==> src/rtl/serial_subtractor_pkg.sv <==
// Shared types and elaboration-time constants for the digit-serial subtractor.
package serial_subtractor_pkg;

  typedef enum logic {
    IDLE = 1'b0,
    RUN  = 1'b1
  } state_e;

  // Number of RUN cycles needed to walk all digits of an operand.
  function automatic int calc_n(input int width, input int digit);
    return width / digit;
  endfunction

  // Counter must hold 0..N without wrapping inside one operation.
  function automatic int calc_cnt_w(input int n);
    return (n < 1) ? 1 : $clog2(n + 1);
  endfunction

endpackage

==> src/rtl/serial_subtractor_sub_digit.sv <==
// Combinational DIGIT-bit subtract slice: d = x - y - bi, bo set when that goes negative.
module sub_digit #(
  parameter int DIGIT = 1
) (
  input  logic [DIGIT-1:0] x,
  input  logic [DIGIT-1:0] y,
  input  logic             bi,
  output logic [DIGIT-1:0] d,
  output logic             bo
);

  logic [DIGIT:0] full;

  // One extra bit on the left captures the sign of the slice result, i.e. the borrow.
  assign full = {1'b0, x} - {1'b0, y} - {{DIGIT{1'b0}}, bi};
  assign d    = full[DIGIT-1:0];
  assign bo   = full[DIGIT];

endmodule

==> src/rtl/serial_subtractor.sv <==
// Digit-serial unsigned subtractor: diff = a - b - b_in, processed DIGIT bits per clock, LSB first.
module serial_subtractor
  import serial_subtractor_pkg::*;
#(
  parameter int WIDTH = 8,
  parameter int DIGIT = 1
) (
  input  logic             clk,
  input  logic             rst_n,
  input  logic             start,
  input  logic [WIDTH-1:0] a,
  input  logic [WIDTH-1:0] b,
  input  logic             b_in,
  output logic             busy,
  output logic             done,
  output logic [WIDTH-1:0] diff,
  output logic             b_out,
  output logic             zero
);

  localparam int N     = calc_n(WIDTH, DIGIT);
  localparam int CNT_W = calc_cnt_w(N);
  localparam logic [CNT_W-1:0] LAST = CNT_W'(N - 1);

  if (WIDTH < 1 || DIGIT < 1 || (WIDTH % DIGIT) != 0) begin : g_bad_params
    $error("serial_subtractor: WIDTH must be >= 1 and a multiple of DIGIT");
  end

  state_e           state_q,  state_d;
  logic [CNT_W-1:0] cnt_q,    cnt_d;
  logic [WIDTH-1:0] opa_q,    opa_d;
  logic [WIDTH-1:0] opb_q,    opb_d;
  logic             borrow_q, borrow_d;
  logic             ready_q,  ready_d;
  logic             busy_q,   busy_d;
  logic             done_q,   done_d;
  logic [WIDTH-1:0] diff_q,   diff_d;
  logic             b_out_q,  b_out_d;
  logic             zero_q,   zero_d;

  logic [DIGIT-1:0] dig_d;
  logic             dig_bo;
  logic [WIDTH-1:0] opa_shifted;

  sub_digit #(.DIGIT(DIGIT)) u_sub_digit (
    .x  (opa_q[DIGIT-1:0]),
    .y  (opb_q[DIGIT-1:0]),
    .bi (borrow_q),
    .d  (dig_d),
    .bo (dig_bo)
  );

  // The minuend register doubles as the result accumulator: each new digit enters at the top.
  assign opa_shifted = (opa_q >> DIGIT) | (WIDTH'(dig_d) << (WIDTH - DIGIT));

  always_comb begin
    // NOTE: every _d gets a hold default first so no path through the case can infer a latch.
    state_d  = state_q;
    cnt_d    = cnt_q;
    opa_d    = opa_q;
    opb_d    = opb_q;
    borrow_d = borrow_q;
    ready_d  = 1'b1;
    busy_d   = busy_q;
    done_d   = 1'b0;
    diff_d   = diff_q;
    b_out_d  = b_out_q;
    zero_d   = zero_q;

    unique case (state_q)
      IDLE: begin
        // ready_q keeps the first edge after reset release from accepting a start.
        if (start && ready_q) begin
          opa_d    = a;
          opb_d    = b;
          borrow_d = b_in;
          cnt_d    = '0;
          busy_d   = 1'b1;
          state_d  = RUN;
        end
      end
      RUN: begin
        opa_d    = opa_shifted;
        opb_d    = opb_q >> DIGIT;
        borrow_d = dig_bo;
        cnt_d    = cnt_q + 1'b1;
        if (cnt_q == LAST) begin
          diff_d  = opa_shifted;
          b_out_d = dig_bo;
          zero_d  = (opa_shifted == '0);
          done_d  = 1'b1;
          busy_d  = 1'b0;
          state_d = IDLE;
        end
      end
      default: state_d = IDLE;
    endcase
  end

  // NOTE: sequential state uses non-blocking assignments so all flops update from pre-edge values.
  always_ff @(posedge clk or negedge rst_n) begin
    if (!rst_n) begin
      state_q  <= IDLE;
      cnt_q    <= '0;
      opa_q    <= '0;
      opb_q    <= '0;
      borrow_q <= 1'b0;
      ready_q  <= 1'b0;
      busy_q   <= 1'b0;
      done_q   <= 1'b0;
      diff_q   <= '0;
      b_out_q  <= 1'b0;
      zero_q   <= 1'b0;
    end else begin
      state_q  <= state_d;
      cnt_q    <= cnt_d;
      opa_q    <= opa_d;
      opb_q    <= opb_d;
      borrow_q <= borrow_d;
      ready_q  <= ready_d;
      busy_q   <= busy_d;
      done_q   <= done_d;
      diff_q   <= diff_d;
      b_out_q  <= b_out_d;
      zero_q   <= zero_d;
    end
  end

  assign busy  = busy_q;
  assign done  = done_q;
  assign diff  = diff_q;
  assign b_out = b_out_q;
  assign zero  = zero_q;

endmodule

==> config.mk <==
export PLATFORM = sky130hd
export DESIGN_NAME = serial_subtractor
export DESIGN_NICKNAME = d
export VERILOG_FILES = /design/src/rtl/serial_subtractor_pkg.sv /design/src/rtl/serial_subtractor_sub_digit.sv /design/src/rtl/serial_subtractor.sv
export SDC_FILE = /design/constraint.sdc
export NUM_CORES = 1
export LEC_CHECK = 0
export CELL_PAD_IN_SITES_DETAIL_PLACEMENT = 0
export CELL_PAD_IN_SITES_GLOBAL_PLACEMENT = 1
export CORE_ASPECT_RATIO = 1.2
export CORE_MARGIN = 1.5
export CORE_UTILIZATION = 42
export CTS_CLUSTER_DIAMETER = 50
export DETAILED_ROUTE_END_ITERATION = 8
export PLACE_DENSITY = 0.92
export SYNTH_ARGS = -nofsm -noshare
export SYNTH_HDL_FRONTEND = slang
export SYNTH_SLANG_ARGS = --single-unit
export TNS_END_PERCENT = 30
==> constraint.sdc <==
create_clock -name clk -period 4.31 [get_ports clk]
set_input_delay 0.862 -clock clk [delete_from_list [all_inputs] [get_ports clk]]
set_output_delay 0.862 -clock clk [all_outputs]
set_load 0.03 [all_outputs]
# ---- Word-level counts from Yosys, hierarchy flattened
# Index checks and enable logic that the tools add are counted.
dict set report op_classes {
  reduce_logical 4
  mux 16
  n_bitwise 2
  add_sub_neg 3
  eq_ne 3
}
# op count
set op_table {}
lappend op_table {{8-bit case mux with 2 select lines} 2}
lappend op_table {{8-bit 2-to-1 mux} 2}
lappend op_table {{8-bit logical NOT} 1}
lappend op_table {{7-bit by 8-bit OR with 8-bit output} 1}
lappend op_table {{4-bit case mux with 2 select lines} 1}
lappend op_table {{1-bit 2-to-1 mux} 7}
lappend op_table {{1-bit case mux with 2 select lines} 3}
lappend op_table {{4-bit by 1-bit adder with 4-bit output (second input constant)} 1}
lappend op_table {{4-bit by 3-bit equality test with 1-bit output (second input constant)} 1}
lappend op_table {{4-bit 2-to-1 mux} 1}
lappend op_table {{2-bit AND reduction} 2}
lappend op_table {{2-bit by 1-bit inequality test with 1-bit output (second input constant)} 1}
lappend op_table {{2-bit inequality test (second input constant)} 1}
lappend op_table {{1-bit by 1-bit subtractor with 2-bit output} 1}
lappend op_table {{2-bit by 1-bit subtractor with 2-bit output} 1}
lappend op_table {{1-bit logical AND} 1}
lappend op_table {{1-bit inverter} 1}
dict set report totals {
  in_bits 20
  output_inout_bits 12
  reg_bits 35
}

# ---- Longest topological paths before layout
# Gate-level depths: netlist of run 1.
dict set report depth {
  depth_word 4
  mapped_depth 5
  ltp_nobuf 5
}

# ---- Hierarchy
# Synthesis of run 1 repeated with hierarchy kept, for this count alone.
dict set report unflattened {
  cells_unflattened 132
  hier_area_um2 1542.7
}
# mod area_each_um2 instances cells_each seq_area_each_um2
set by_module_without_submodules {}
lappend by_module_without_submodules {serial_subtractor 1515.2 1 129 875.8}
lappend by_module_without_submodules {sub_digit 27.5 1 3 0.0}

# ---- Least setup slack after synthesis of run 1
# OpenSTA, ideal clock, no wires.
dict set report synth_path {
  kind {in2reg}
  startpoint {input port start}
  endpoint {register opa_q[2]}
  path_slack_ps 2761
  arrival_time_ps 1412
  setup_time_ps 136
  n_path_buf 1
  path_stages 4
  cell_sequence {nand2_2 buf_2 mux2i_1 o21ai_0}
}
dict set report synth_via {
  elab_chain_cells 2
}
# item line_no
set synth_lines {}
lappend synth_lines {{from (decl)} serial_subtractor.sv:10} ;# input logic start,
lappend synth_lines {{1-bit logical AND} serial_subtractor.sv:73} ;# if (start && ready_q) begin
lappend synth_lines {{2-bit inequality test (no source line)} -}
lappend synth_lines {{to (signal assigned)} serial_subtractor.sv:117} ;# opa_q <= opa_d;
lappend synth_lines {{to (decl)} serial_subtractor.sv:31} ;# logic [WIDTH-1:0] opa_q, opa_d;
# No other way between the ends.
# A chain may end at the register's enable or synchronous reset.

# ---- Final worst setup path of run 1
dict set report layout_path {
  startpoint {register busy_q, in the netlist busy}
  endpoint {output port busy}
}
# item line_no
set layout_rtl {}
lappend layout_rtl {{from (decl)} serial_subtractor.sv:35} ;# logic busy_q, busy_d;
lappend layout_rtl {{from (signal assigned)} serial_subtractor.sv:121} ;# busy_q <= busy_d;
lappend layout_rtl {{to (decl)} serial_subtractor.sv:14} ;# output logic busy,
# No word-level cell between the ends.

==> results of run 1 <==
## final timing paths
check,end,cells past startpoint
max,busy,1
min,zero$_DFFE_PN0P_,2
max reg2reg,diff[6]$_DFFE_PN0P_,2
min reg2reg,zero$_DFFE_PN0P_,2
max in group asynchronous,opa_q[0]$_DFFE_PN0P_,2
min in group asynchronous,zero$_DFFE_PN0P_,2
## cells by family after synthesis
logic type,count (synthesis)
and+or+nand+nor,33
other,1
DFF,35
buffers and inverters,10
adders and majority gates,2
xor gates and xnor gates,2
muxes,23
AOI/OAI and AO/OA,26
## metal layers
| layer | GRT usage | vias to the layer above |
|---|---|---|
| met5 | 0 | - |
| met4 | 0.05168 | 0 |
| met3 | 0.04503 | 4 |
| met2 | 0.2689 | 24 |
| met1 | 0.2029 | 508 |
| li1 | - | 516 |
## placed cells by master, fill, tap and decap left out
cell type                         count
sky130_fd_sc_hd__clkbuf_1             1
sky130_fd_sc_hd__and3_1               1
sky130_fd_sc_hd__ha_1                 1
sky130_fd_sc_hd__nand4b_4             1
sky130_fd_sc_hd__a211oi_1             1
sky130_fd_sc_hd__nand2_1             24
sky130_fd_sc_hd__xor2_1               2
sky130_fd_sc_hd__clkdlybuf4s50_1     31
sky130_fd_sc_hd__mux2_2               4
sky130_fd_sc_hd__nand2_2              1
sky130_fd_sc_hd__mux2_4               4
sky130_fd_sc_hd__a21oi_1              3
sky130_fd_sc_hd__conb_1               1
sky130_fd_sc_hd__fa_1                 1
sky130_fd_sc_hd__o21ai_0             22
sky130_fd_sc_hd__nand3_1              4
sky130_fd_sc_hd__dfrtp_1             35
sky130_fd_sc_hd__nor4b_1              1
sky130_fd_sc_hd__clkbuf_8             7
sky130_fd_sc_hd__nor4_1               1
sky130_fd_sc_hd__buf_4                1
sky130_fd_sc_hd__inv_1                3
sky130_fd_sc_hd__mux2i_1             15
## worst reg2reg max path, stage by stage (launching register included)
cell and delay [ns]:
sky130_fd_sc_hd__dfrtp_1 1.07, sky130_fd_sc_hd__nand4b_4 0.37, sky130_fd_sc_hd__mux2_4 0.40
## through the flow
stage	worst slack (ns)	power [uW]	hold slack, ns	cells	cell area [um^2]
3_5_place_dp	1.965	1127	0.4739	194	1854
6_report	2.126	1373	0.4877	202	1954
3_3_place_gp	2.015	1098	0.4607	194	1854
2_1_floorplan	2.761	935.6	0.4496	132	1531
4_1_cts	2.116	1388	0.4925	202	1954
5_1_grt	2.079	1474	0.5168	202	1954
## power breakdown
group | internal (uW) | switching, uW | leakage, uW
clock network | 146 | 111 | 0.0000515
registers | 469 | 140 | 0.000434
logic | 255 | 253 | 0.000455
## sequential cells by signal (all words and copies together), names as in the netlist
register / cells
b_out: 1
borrow_q: 1
busy: 1
cnt_q: 4
diff: 8
done: 1
opa_q: 8
opb_q: 8
ready_q: 1
state_q: 1
zero: 1
## final cells by class
cell class / count / area (um^2) / share of cell area
flip-flops and latches: 35 / 875.8 / 0.4481
multi-input cells: 87 / 603.1 / 0.3086
repair buffers: 32 / 317.8 / 0.1626
clock buffers: 8 / 100.1 / 0.05122
well taps: 37 / 46.29 / 0.02369
inverters: 3 / 11.26 / 0.005762
==> impl_metrics.env, run 1 <==
export IMPL_run_status="finished, violations left"
export IMPL_violations="design-rule violations"
export IMPL_synthTopCellsByArea="sky130_fd_sc_hd__dfrtp_1 (57%), sky130_fd_sc_hd__mux2i_1 (9.8%), sky130_fd_sc_hd__o21ai_0 (7.2%)"
export IMPL_critical_path_n_buffers_inverters=1
export IMPL_cts_buffer_depth=2
export IMPL_min_delay_path_class="flop to flop"
export IMPL_yosysWarnings=0
export IMPL_final_fill_count=283
export IMPL_place_gp_congestion=0.7658
export IMPL_synth_lib_cells_used_distinct=23
export IMPL_drt_pass1_iterations=6
export IMPL_boundaryPins=32
export IMPL_syn_area_mm2=0.001531
export IMPL_p_leak_uw=0.0009404
export IMPL_power_density_mw_per_mm2=702.7
export IMPL_worst_clock_skew_ns=0.005246
export IMPL_port_buffers=31
export IMPL_critical_path_max_stage_delay_ns=0.68
export IMPL_crit_path_start="busy$_DFFE_PN0P_"
export IMPL_synth_compound_area_frac=0.08660
export IMPL_groute_usage_overall=0.1628
export IMPL_finalCoreUtilization=0.5707
export IMPL_postSynthNetCount=154
export IMPL_hold_viol_final=0
export IMPL_worst_path_cell_chain="clkdlybuf4s50_1"
export IMPL_final_layout_size_suffix_gt1_frac=0.1091
export IMPL_fin_nets=186
export IMPL_routedLengthMet1_um=1208
export IMPL_critical_path_top_delay_family="buffers and inverters"
export IMPL_clock_sinks=35
export IMPL_crit_type="flop to primary output"
export IMPL_via_count_of_the_first_global_routing_pass=1068
export IMPL_antenna_violating_nets_post_route=0
export IMPL_drt_via_density=5.208
export IMPL_cts_buffers_inserted=5
export IMPL_fmax_ghz=0.4578
export IMPL_placement_rows=23
export IMPL_syn_mean_instance_area_um2=11.60
export IMPL_gr_total_overflow=0
export IMPL_hp_start="zero$_DFFE_PN0P_"
export IMPL_slew_headroom=0.2682
export IMPL_ff2ff_setup_slack_ns=2.36
export IMPL_drt_total_wl_um=2910
export IMPL_post_synth_and_or_nand_nor_area_fraction=0.1054
export IMPL_critPathCaptureType="primary output"
export IMPL_coreArea_mm2=0.003425
export IMPL_cts_hold_fix_buffers=0
export IMPL_die_w_um=58.13
export IMPL_worstPathMaxFanout=2
export IMPL_timing_setup_tns_ns=0
export IMPL_h_tree_depth=2
export IMPL_post_synth_most_frequent_cells="sky130_fd_sc_hd__dfrtp_1 (35), sky130_fd_sc_hd__nand2_1 (24), sky130_fd_sc_hd__o21ai_0 (22), sky130_fd_sc_hd__mux2i_1 (15)"
export IMPL_count_of_flip_flops_with_a_built_in_enable_after_synthesis=0
export IMPL_vias=1052
export IMPL_floorplan_die_height_um=69.15
export IMPL_met3_wirelength_um=94
export IMPL_cap_violations=0
export IMPL_remaining_drc_errors=1
export IMPL_worst_slew_pin_slew_ns=1.098
export IMPL_finalWorstPathRequiredPeriod_ns=2.184
export IMPL_top_signal_layer_used="met4"
export IMPL_post_cts_resized_instances=0
export IMPL_vdd_ir_drop_worst_uv=279.5
export IMPL_num_antenna_cells=0
export IMPL_initialDrtViolationCount=47
export IMPL_final_max_slew_violation_count=0
export IMPL_post_drt_wl_per_cell_um=14.41
export IMPL_grt_max_degree=41
export IMPL_grt_setup_unrepaired="no"
export IMPL_synth_seq_cells=35
export IMPL_timing_critical_path_slowest_stage_cell="sky130_fd_sc_hd__clkdlybuf4s50_1"
export IMPL_critical_path_arrival_ns=1.32
export IMPL_clk_insertion_delay_late_ns=0.28
export IMPL_cts_setup_buffers=0
export IMPL_fp_dieArea_mm2=0.004019
export IMPL_post_synth_top_area_fraction=0.5719
export IMPL_adder_cell_share_of_the_synthesized_area=0.02124
export IMPL_setup_violations_final=0
export IMPL_tritoncts="done"
export IMPL_areaGrowthSynthToFinish_pct=27.61
export IMPL_fin_crit_sh=0.5068
export IMPL_yosys_mux_area_fraction=0.1667
export IMPL_yosysTopAreaCell="sky130_fd_sc_hd__dfrtp_1"
export IMPL_synth_cells=132
export IMPL_worstPathRequired_ns=3.45
export IMPL_start_util=0.4472
export IMPL_antenna_violations_before_repair=0
export IMPL_global_route_wire_length_before_repair_um=5064
export IMPL_clk_root_buffer_cell="sky130_fd_sc_hd__clkbuf_8"
export IMPL_yosysSeqAreaShare=0.5719
export IMPL_synth_top_family_by_area="multiplexers"
export IMPL_share_of_synthesized_flip_flops_with_an_asynchronous_set_or_reset=1.000
export IMPL_synth_ff_type="sky130_fd_sc_hd__dfrtp_1"
export IMPL_critPathLaunchType="flop"
export IMPL_hpwlAfterDp_um=1975
export IMPL_synth_xor_xnor_area_share=0.01144
export IMPL_clkTransAtPathRegs_ns=0.07
export IMPL_synth_most_common_cell="sky130_fd_sc_hd__dfrtp_1"
export IMPL_r2r_start="state_q$_DFF_PN0_"
export IMPL_met2_length_um=1562
Note: power is estimated with default switching activity, not from simulation.
==> run 2: changes to the inputs <==
Settings changed: CORE_UTILIZATION 42 to 35, PLACE_DENSITY 0.92 to 0.83.
Clock period 4.31 ns to 1.8 ns, I/O delays scaled along.
==> impl_metrics.env, run 2 (synthesis results as in run 1) <==
export IMPL_critical_path_n_buffers_inverters=1
export IMPL_globalRouteMet1Util=0.1515
export IMPL_start_util=0.3621
export IMPL_run_status="finished, final reports clean"
export IMPL_crit_type="flop to primary output"
export IMPL_coreArea_mm2=0.004229
export IMPL_finalWorstPathRequiredPeriod_ns=1.686
export IMPL_gr_usage_met3=0.04874
export IMPL_port_buffers=31
export IMPL_critical_path_arrival_ns=1.33
export IMPL_switching_share=0.3754
export IMPL_vdd_ir_drop_worst_uv=839.7
export IMPL_clk_root_buffer_cell="sky130_fd_sc_hd__clkbuf_8"
export IMPL_cap_violations=0
export IMPL_cts_buffers_inserted=5
export IMPL_grt_max_degree=40
export IMPL_worst_clock_skew_ns=0.006252
export IMPL_num_antenna_cells=0
export IMPL_grt_busiest_layer="met2"
export IMPL_drt_via_density=4.901
export IMPL_mostFrequentLayoutCells="sky130_fd_sc_hd__dfrtp_1 (35), sky130_fd_sc_hd__clkdlybuf4s50_1 (31), sky130_fd_sc_hd__nand2_1 (24)"
export IMPL_clock_sinks=35
export IMPL_holdWs_ns=0.4769
export IMPL_place_gp_congestion=0.7417
export IMPL_worstPathRequired_ns=1.44
export IMPL_power_density_mw_per_mm2=1624
export IMPL_areaGrowthSynthToFinish_pct=29.74
export IMPL_p_clk_frac=0.168
export IMPL_grtUsageMet2=0.2363
export IMPL_min_delay_path_class="input pin to asynchronous set/reset pin"
export IMPL_critical_path_top_delay_family="buffers and inverters"
export IMPL_clk_insertion_delay_late_ns=0.29
export IMPL_fin_crit_sh=0.9369
export IMPL_power_share_sequential=0.428
export IMPL_global_route_wire_length_before_repair_um=4899
export IMPL_drt_total_wl_um=2943
export IMPL_post_drt_wl_per_cell_um=13.20
export IMPL_cts_hold_fix_buffers=0
export IMPL_p_leak_uw=0.0009455
export IMPL_critPathCaptureType="primary output"
export IMPL_initialDrtViolationCount=48
export IMPL_cts_setup_buffers=0
export IMPL_h_tree_depth=2
export IMPL_grt_setup_unrepaired="no"
export IMPL_tritoncts="done"
export IMPL_switching_power_uw=1211
export IMPL_intPower_uw=2016
export IMPL_timing_critical_path_slowest_stage_cell="sky130_fd_sc_hd__clkdlybuf4s50_1"
export IMPL_fin_nets=188
export IMPL_setup_violations_final=0
export IMPL_timing_setup_tns_ns=0
export IMPL_gr_total_overflow=0
export IMPL_hpwlAfterDp_um=1968
export IMPL_vias=1093
export IMPL_critPathLaunchType="flop"
export IMPL_boundaryPins=32
export IMPL_worstPathMaxFanout=2
export IMPL_drt_pass1_iterations=4
export IMPL_fp_dieArea_mm2=0.004783
export IMPL_final_max_slew_violation_count=0
export IMPL_groute_usage_overall=0.1365
export IMPL_hold_viol_final=0
export IMPL_post_cts_resized_instances=0
export IMPL_placement_rows=26
export IMPL_die_w_um=63.39
export IMPL_critical_path_max_stage_delay_ns=0.67
export IMPL_antenna_violating_nets_post_route=0
export IMPL_combPwrFrac=0.404
export IMPL_clkTransAtPathRegs_ns=0.07
export IMPL_final_layout_size_suffix_gt1_frac=0.1138
export IMPL_via_count_of_the_first_global_routing_pass=1100
export IMPL_total_power_uw=3227
export IMPL_antenna_violations_before_repair=0
export IMPL_remaining_drc_errors=0
export IMPL_worst_path_cell_chain="clkdlybuf4s50_1"
export IMPL_fmax_ghz=0.5930
export IMPL_most_common_cell_after_layout_fill_and_taps_aside="sky130_fd_sc_hd__dfrtp_1"
export IMPL_floorplan_die_height_um=75.46
export IMPL_cts_buffer_depth=2
[run 2: changes by cell type in the layout (fill, tap and decap cells not counted), sizes merged]
cell / previous run / this run
clkinv: 0 / 1
buf: 1 / 3
clkbuf: 8 / 7
[run 2: area by class of cell]
type | instances | area, um^2
Timing Repair Buffer | 34 | 345.3
Tap cell | 56 | 70.07
Clock inverter | 1 | 5.005
Fill cell | 390 | 2242
Sequential cell | 35 | 875.8
Multi-Input combinational cell | 87 | 603.1
Clock buffer | 7 | 76.32
Inverter | 3 | 11.26
[run 2: routing by layer]
metal  wire (um)  part of all wire
met1        1312              0.45
met5           0                 0
met3         154             0.052
met2        1419              0.48
met4          55             0.019
[run 2: final timing paths]
check / startpoint / to / slack [ns] / cells past startpoint
worst max-delay path: b_out$_DFFE_PN0P_ / b_out / 0.11 / 1
worst min-delay path: rst_n / diff[2]$_DFFE_PN0P_ / 0.48 / 2
worst max register to register: borrow_q$_DFFE_PN0P_ / zero$_DFFE_PN0P_ / 0.27 / 4
worst min register to register: diff[7]$_DFFE_PN0P_ / diff[7]$_DFFE_PN0P_ / 0.49 / 2
max in group asynchronous: rst_n / busy$_DFFE_PN0P_ / 1.00 / 2
min in group clk: diff[7]$_DFFE_PN0P_ / diff[7]$_DFFE_PN0P_ / 0.49 / 2
[run 2: per-stage QoR]
stage	std cells	setup WS, ns	utilization	instance area [um^2]
floorplan	132	0.3840	-	1531
global placement	215	0.2247	0.4506	1906
detailed placement	215	0.2164	0.4506	1906
CTS	223	0.1023	0.4698	1987
global route	223	0.06288	0.4698	1987
finish	223	0.1136	0.4698	1987
[run 2: power by group through the flow]
stage	Clock (uW)	Sequential, uW	Combinational [uW]
2_1_floorplan	0	1570	668
3_3_place_gp	0	1380	1280
3_5_place_dp	0	1390	1320
4_1_cts	563	1380	1330
5_1_grt	592	1430	1450
6_report	542	1380	1300
